<file path="src/rtl/cpu_pkg.sv">
// Shared widths, opcodes and state encoding for the accumulator-machine controller.
package cpu_pkg;

    localparam int ADDR_W = 4;
    localparam int DATA_W = 8;

    localparam logic [3:0] OP_NOP = 4'h0;
    localparam logic [3:0] OP_LDA = 4'h1;
    localparam logic [3:0] OP_STA = 4'h2;
    localparam logic [3:0] OP_ADD = 4'h3;
    localparam logic [3:0] OP_SUB = 4'h4;
    localparam logic [3:0] OP_AND = 4'h5;
    localparam logic [3:0] OP_JMP = 4'h6;
    localparam logic [3:0] OP_JZ  = 4'h7;
    localparam logic [3:0] OP_HLT = 4'hF;

    typedef enum logic [2:0] {
        FETCH,
        LOAD_IR,
        EXECUTE,
        EXEC_READ,
        EXEC_ALU,
        HALT
    } state_t;

    // Opcodes that need a second memory read for their operand.
    function automatic logic needs_operand(input logic [3:0] op);
        return (op == OP_LDA) || (op == OP_ADD) || (op == OP_SUB) || (op == OP_AND);
    endfunction

endpackage

</file>
<file path="src/rtl/cpu_alu.sv">
// Combinational ALU: load pass-through, add/sub with 9-bit carry/borrow, bitwise AND.
module cpu_alu
    import cpu_pkg::*;
(
    input  logic [DATA_W-1:0] acc,
    input  logic [DATA_W-1:0] operand,
    input  logic [3:0]        opcode,
    output logic [DATA_W-1:0] result,
    output logic              carry_out
);

    logic [DATA_W:0] wide;

    always_comb begin
        result    = acc;
        carry_out = 1'b0;
        wide      = '0;
        case (opcode)
            OP_LDA: result = operand;
            OP_ADD: begin
                wide      = {1'b0, acc} + {1'b0, operand};
                result    = wide[DATA_W-1:0];
                carry_out = wide[DATA_W];
            end
            OP_SUB: begin
                // bit 8 of the 9-bit difference is the borrow
                wide      = {1'b0, acc} - {1'b0, operand};
                result    = wide[DATA_W-1:0];
                carry_out = wide[DATA_W];
            end
            OP_AND: result = acc & operand;
            default: ;
        endcase
    end

endmodule

</file>
<file path="src/rtl/fetch_exec_controller.sv">
// Fetch/decode/execute control unit driving the single port of a 16x8 memory.
//
//   state     | meaning
//   ----------+-----------------------------------------------
//   FETCH     | read strobe at pc
//   LOAD_IR   | capture instruction, pc+1, pick execute path
//   EXECUTE   | STA write strobe, JMP/JZ pc update, HLT exit
//   EXEC_READ | read strobe at operand address
//   EXEC_ALU  | acc/carry update from read data
//   HALT      | parked until reset
module fetch_exec_controller
    import cpu_pkg::*;
(
    input  logic              clk,
    input  logic              reset,
    output logic              write_enable,
    output logic              read_enable,
    output logic [ADDR_W-1:0] address,
    output logic [DATA_W-1:0] data_out,
    input  logic [DATA_W-1:0] data_in,
    output logic [DATA_W-1:0] acc,
    output logic [ADDR_W-1:0] pc,
    output logic              zero,
    output logic              carry,
    output logic              halted
);

    state_t            state, state_next;
    logic [DATA_W-1:0] ir;
    logic [3:0]        opcode;
    logic [ADDR_W-1:0] operand_addr;
    logic [DATA_W-1:0] alu_result;
    logic              alu_carry;

    assign opcode       = ir[7:4];
    assign operand_addr = ir[3:0];
    assign data_out     = acc;
    assign zero         = (acc == '0);
    assign halted       = (state == HALT);

    cpu_alu u_alu (
        .acc       (acc),
        .operand   (data_in),
        .opcode    (opcode),
        .result    (alu_result),
        .carry_out (alu_carry)
    );

    always_ff @(posedge clk) begin
        if (reset) state <= FETCH;
        else       state <= state_next;
    end

    always_comb begin
        state_next   = state;
        read_enable  = 1'b0;
        write_enable = 1'b0;
        address      = pc;
        case (state)
            FETCH: begin
                read_enable = 1'b1;
                state_next  = LOAD_IR;
            end
            // ir is not loaded yet, so decode the path from the incoming word
            LOAD_IR: state_next = needs_operand(data_in[7:4]) ? EXEC_READ : EXECUTE;
            EXECUTE: begin
                if (opcode == OP_STA) begin
                    write_enable = 1'b1;
                    address      = operand_addr;
                end
                state_next = (opcode == OP_HLT) ? HALT : FETCH;
            end
            EXEC_READ: begin
                read_enable = 1'b1;
                address     = operand_addr;
                state_next  = EXEC_ALU;
            end
            EXEC_ALU: state_next = FETCH;
            HALT:     state_next = HALT;
            default:  state_next = FETCH;
        endcase
        if (reset) begin
            read_enable  = 1'b0;
            write_enable = 1'b0;
        end
    end

    always_ff @(posedge clk) begin
        if (reset) begin
            pc    <= '0;
            acc   <= '0;
            ir    <= '0;
            carry <= 1'b0;
        end else begin
            case (state)
                LOAD_IR: begin
                    ir <= data_in;
                    pc <= pc + ADDR_W'(1);
                end
                EXECUTE: begin
                    if ((opcode == OP_JMP) || ((opcode == OP_JZ) && zero))
                        pc <= operand_addr;
                end
                EXEC_ALU: begin
                    acc <= alu_result;
                    if ((opcode == OP_ADD) || (opcode == OP_SUB))
                        carry <= alu_carry;
                end
                default: ;
            endcase
        end
    end

endmodule

</file>
<file path="config.mk">
export PLATFORM = sky130hd
export DESIGN_NAME = fetch_exec_controller
export DESIGN_NICKNAME = d
export VERILOG_FILES = /design/src/rtl/cpu_pkg.sv /design/src/rtl/cpu_alu.sv /design/src/rtl/fetch_exec_controller.sv
export SDC_FILE = /design/constraint.sdc
export NUM_CORES = 1
export LEC_CHECK = 0
export ABC_AREA = 1
export ABC_CLOCK_PERIOD_IN_PS = 1930
export CORE_ASPECT_RATIO = 0.6
export CORE_UTILIZATION = 53
export CTS_CLUSTER_DIAMETER = 100
export DETAILED_ROUTE_END_ITERATION = 16
export MAX_ROUTING_LAYER = met4
export PLACE_DENSITY = 0.87
export SETUP_SLACK_MARGIN = 0.3
export SLEW_MARGIN = 0
export SYNTH_ARGS = -nofsm -noshare
export SYNTH_HDL_FRONTEND = slang
export SYNTH_SLANG_ARGS = --single-unit
</file>
<file path="constraint.sdc">
create_clock -name clk -period 1.93 [get_ports clk]
set_input_delay 0.386 -clock clk [delete_from_list [all_inputs] [get_ports clk]]
set_output_delay 0.386 -clock clk [all_outputs]
set_load 0.01 [all_outputs]
</file>
==> run summary, run 1 <==
Synthesized netlist cell count: 332
Register area share after synthesis: 0.227
Largest net degree at the start of global routing: 16
Post-synthesis cell area: 2110 um^2
Worst setup endpoint after the global-route repair_timing: address[0]
Last stage: global routing
# IOs: 39
YS warnings: 0
Log Error: [ERROR DPL-0038] Utilization greater than 100%, impossible to legalize
Initial core utilization: 0.564
Number of synthesized flops with an enable pin: 0
Root buffer cell: clkbuf_8
Distinct cells, synth: 39
Syn Nets: 362
FP Rows: 17
Worst EP Category: top-level output
Placement Setup Slack: -0.452 ns
Leading area contributor after synthesis: dfxtp_1
Port Buffers: 38
Clock Path Buffers: 2
Chip height: 50.9 um
Status: aborted with a tool error
Ranking of synthesized cells by area: dfxtp_1, nand2_1, ha_1, inv_1, a21oi_1
CTS H-Tree Depth: 1
Chip width: 83.5 um
Most used DFF post-synth: dfxtp_1
Hold buffer count at CTS: 0
Avg Cell Area, Syn: 6.36 um^2
CTS Buf Count: 3
Placed cells: 454
Synth top area share: 0.227
CTS sink count: 24
RePlAce Congestion: 1.02
Asr flop ratio synth: 0
HPWL after DPL: 5330 um
#FFs+latches synth: 24
[kinds of logic after synthesis]
kind of cell / count (synthesis) / share of synthesized area
and+or+nand+nor: 161 / 0.344
DFF: 24 / 0.227
adders and majority gates: 20 / 0.126
AOI/OAI and AO/OA: 64 / 0.166
xor gates and xnor gates: 2 / 0.00830
buffers and inverters: 60 / 0.124
muxes: 1 / 0.00474
[cell usage after synthesis, drive strengths merged, types with 4 or more instances]
cell type	instances
o21ai	28
nand3	25
nand4	4
nand3b	4
inv	43
ha	18
nor2	32
buf	12
nand2	81
dfxtp	24
nor4	5
nor3	7
a21oi	28
[repair_timing]
item	CTS
setup buffers	16
setup endpoints to repair	33
pin swaps	22
gates resized for setup	129
[metrics by stage]
| step | cell area [um^2] | setup TNS (ns) |
|---|---|---|
| after floorplan | 2120 | 0 |
| after global placement | 2850 | -2.38 |
| after detailed placement | 2850 | -3.13 |
| after CTS | 3220 | 0 |
==> run 2: changes to the inputs <==
CORE_ASPECT_RATIO = default   (was 0.6)
CORE_UTILIZATION = 40   (was 53)
CTS_CLUSTER_DIAMETER = default   (was 100)
MAX_ROUTING_LAYER = default   (was met4)
PLACE_DENSITY = default   (was 0.87)
PLACE_DENSITY_LB_ADDON = 0.15   (was default)
SETUP_SLACK_MARGIN = default   (was 0.3)
==> run summary, run 2 <==
Status: completed
Final Critical Period: 1.89 ns
Max-Cap Viols: 0
DRT Wirelength: 6340 um
#FFs+latches synth: 24
Largest net degree at the start of global routing: 17
GRT Overall Usage: 0.232
Adder-cell share of the synthesized area: 0.126
Worst slew pin tran: 0.388 ns
Crit Path Max Fanout: 4
Type of origin of the critical path: register
Hold WS: 0.486 ns
CTS Buf Count: 3
IR drop worst, VDD: 0.369 mV
Syn Nets: 362
Complex-gate fraction of the synthesized area: 0.166
Distinct cells, synth: 39
RSZ-0062 raised after global routing: true
XOR/XNOR share of the synthesized area: 0.00829
DR vias/cell: 5.02
Main combinational cell family by area after synthesis: simple AND/OR/NAND/NOR gates
Number of fill cells: 495
Leading area contributor after synthesis: dfxtp_1
Most frequent cell after synthesis: nand2_1
Slew Limit Headroom: 0.739
Worst EP required: 2.14 ns
Post-synthesis cell area: 2110 um^2
Net count, final: 453
Most common cell after layout, fill and taps aside: nand2_1
RePlAce Congestion: 0.893
Fmax: 528 MHz
Grt ovf: 0
Synthesized netlist cell count: 332
Asr flop ratio synth: 0
Port Buffers: 38
Chip width: 74.7 um
Synth cell count leaders: nand2_1, inv_1, nor2_1
Clock-pin slew on the worst setup and hold paths: 0.09 ns
Critical Path AT: 2.10 ns
Chip height: 74.7 um
Placed cells: 475
Register area share after synthesis: 0.227
Biggest regs: acc (8), ir (8), pc (4)
CTS sink count: 24
Ranking of synthesized cells by area: dfxtp_1, nand2_1, ha_1, inv_1, a21oi_1
Syn-to-layout area delta: 50.9%
Post-DP Area: 2860 um^2
Avg Cell Area, Syn: 6.36 um^2
Finished Layout Cells: 492
PD cells: 484 nW/um^2
Clock Latency Late Sink: 0.27 ns
Synth top area share: 0.227
Clock Path Buffers: 2
Pre-Repair DR Iteration Count: 4
Critical path class: reg -> reg
Wire per inst: 12.9 um
HPWL after DPL: 4760 um
Post-route DRC: 0
Initial antenna violation count: 0
Root buffer cell: clkbuf_8
Initial drt markers: 97
Final setup fails: 0
Setup Skew: 0.00335 ns
Post-Synth Simple-Gate Area: 0.344
YS warnings: 0
Initial core utilization: 0.414
Placement Setup Slack: -0.388 ns
Post-route cell area: 3190 um^2
Period utilisation layout: 0.980
Vias: 2,470
Footprint of the multi-input gates: 1520 um^2
DRT antenna net count: 0
Max Slew Vio Count: 0
Number of synthesized flops with an enable pin: 0
Hold buffer count at CTS: 0
Leakage power: 1.47 nW
Final Hold Fails: 0
Core area: 5110 um^2
FF+latch area: 488 um^2
Final setup margin: 0.0378 ns
Most frequent cells in the layout: nand2_1, buf_4, inv_1, nor2_1, clkdlybuf4s50_1
Antenna Cells: 0
Die area: 5570 um^2
First-pass GRT wire length: 9960 um
Vias in the first global route: 2,164
Most used DFF post-synth: dfxtp_1
FP Rows: 26
# IOs: 39
Worst Setup End Kind: register
Min-delay worst type: reg -> reg
Multiplexer share of the synthesized area: 0.00474
CTS tree: done
Setup TNS: 0 ns
CTS H-Tree Depth: 1
Share of cells above drive strength 1: 0.296
run 2: critical path: stages, from the launching register on:
cell and delay, ns:
dfxtp_2 0.33, buf_6 0.12, inv_4 0.05, ha_4 0.11, inv_2 0.04, fa_2 0.39
nand2_2 0.10, nand2_2 0.06, nand3b_1 0.11, nand2_1 0.06, nand2_1 0.09, nand3_1 0.07
nand3b_1 0.10, nand2_1 0.08, a21oi_2 0.12
run 2: power by group:
part           internal, mW  switching, mW
Sequential            0.533         0.0318
Clock                 0.277          0.171
Combinational         0.248          0.283
Total                  1.06          0.486
run 2: metrics by stage:
step / utilization / total power, mW
3_3_place_gp: 0.561 / 1.04
3_5_place_dp: 0.561 / 1.05
6_report: 0.624 / 1.54
2_1_floorplan: - / 0.824
4_1_cts: 0.601 / 1.53
5_1_grt: 0.624 / 1.63
run 2: path summary, 6_finish.rpt:
kind | from | end | slack (ns) | cells past startpoint
hold reg to reg | ir[1] | ir[1] | 0.49 | 2
setup / recovery | acc[0] | acc[6] | 0.04 | 14
setup reg to reg | acc[0] | acc[6] | 0.04 | 14
hold / removal | ir[1] | ir[1] | 0.49 | 2
run 2: layer usage:
| metal | part of all wire | GRT usage | wire length, um |
|---|---|---|---|
| met5 | 0 | 0 | 0 |
| met2 | 0.49 | 0.400 | 3100 |
| met4 | 0.0049 | 0.0314 | 31 |
| met3 | 0.045 | 0.0335 | 288 |
| met1 | 0.46 | 0.315 | 2920 |
run 2: repair_timing:
item,4_1_cts,5_1_grt
setup buffers,8,5
setup endpoints to repair,14,12
resized for setup,40,32
hold endpoints to repair,0,0
pin swaps,4,14
run 2: cell families after synthesis:
logic type	count (synthesis)
XOR/XNOR	2
AO/OA/AOI/OAI	64
buffers and inverters	60
multiplexers	1
adder cells (fa/ha/maj)	20
flip-flops	24
AND/OR/NAND/NOR	161
run 2: final cells by class:
cell class	count	area share
tap	70	0.0275
clock buffer	3	0.0130
multi-input combinational	248	0.478
timing repair buffer	101	0.264
clock inverter	1	0.00942
sequential	24	0.153
inverter	45	0.0546
Note: power is estimated with default switching activity, not from simulation.
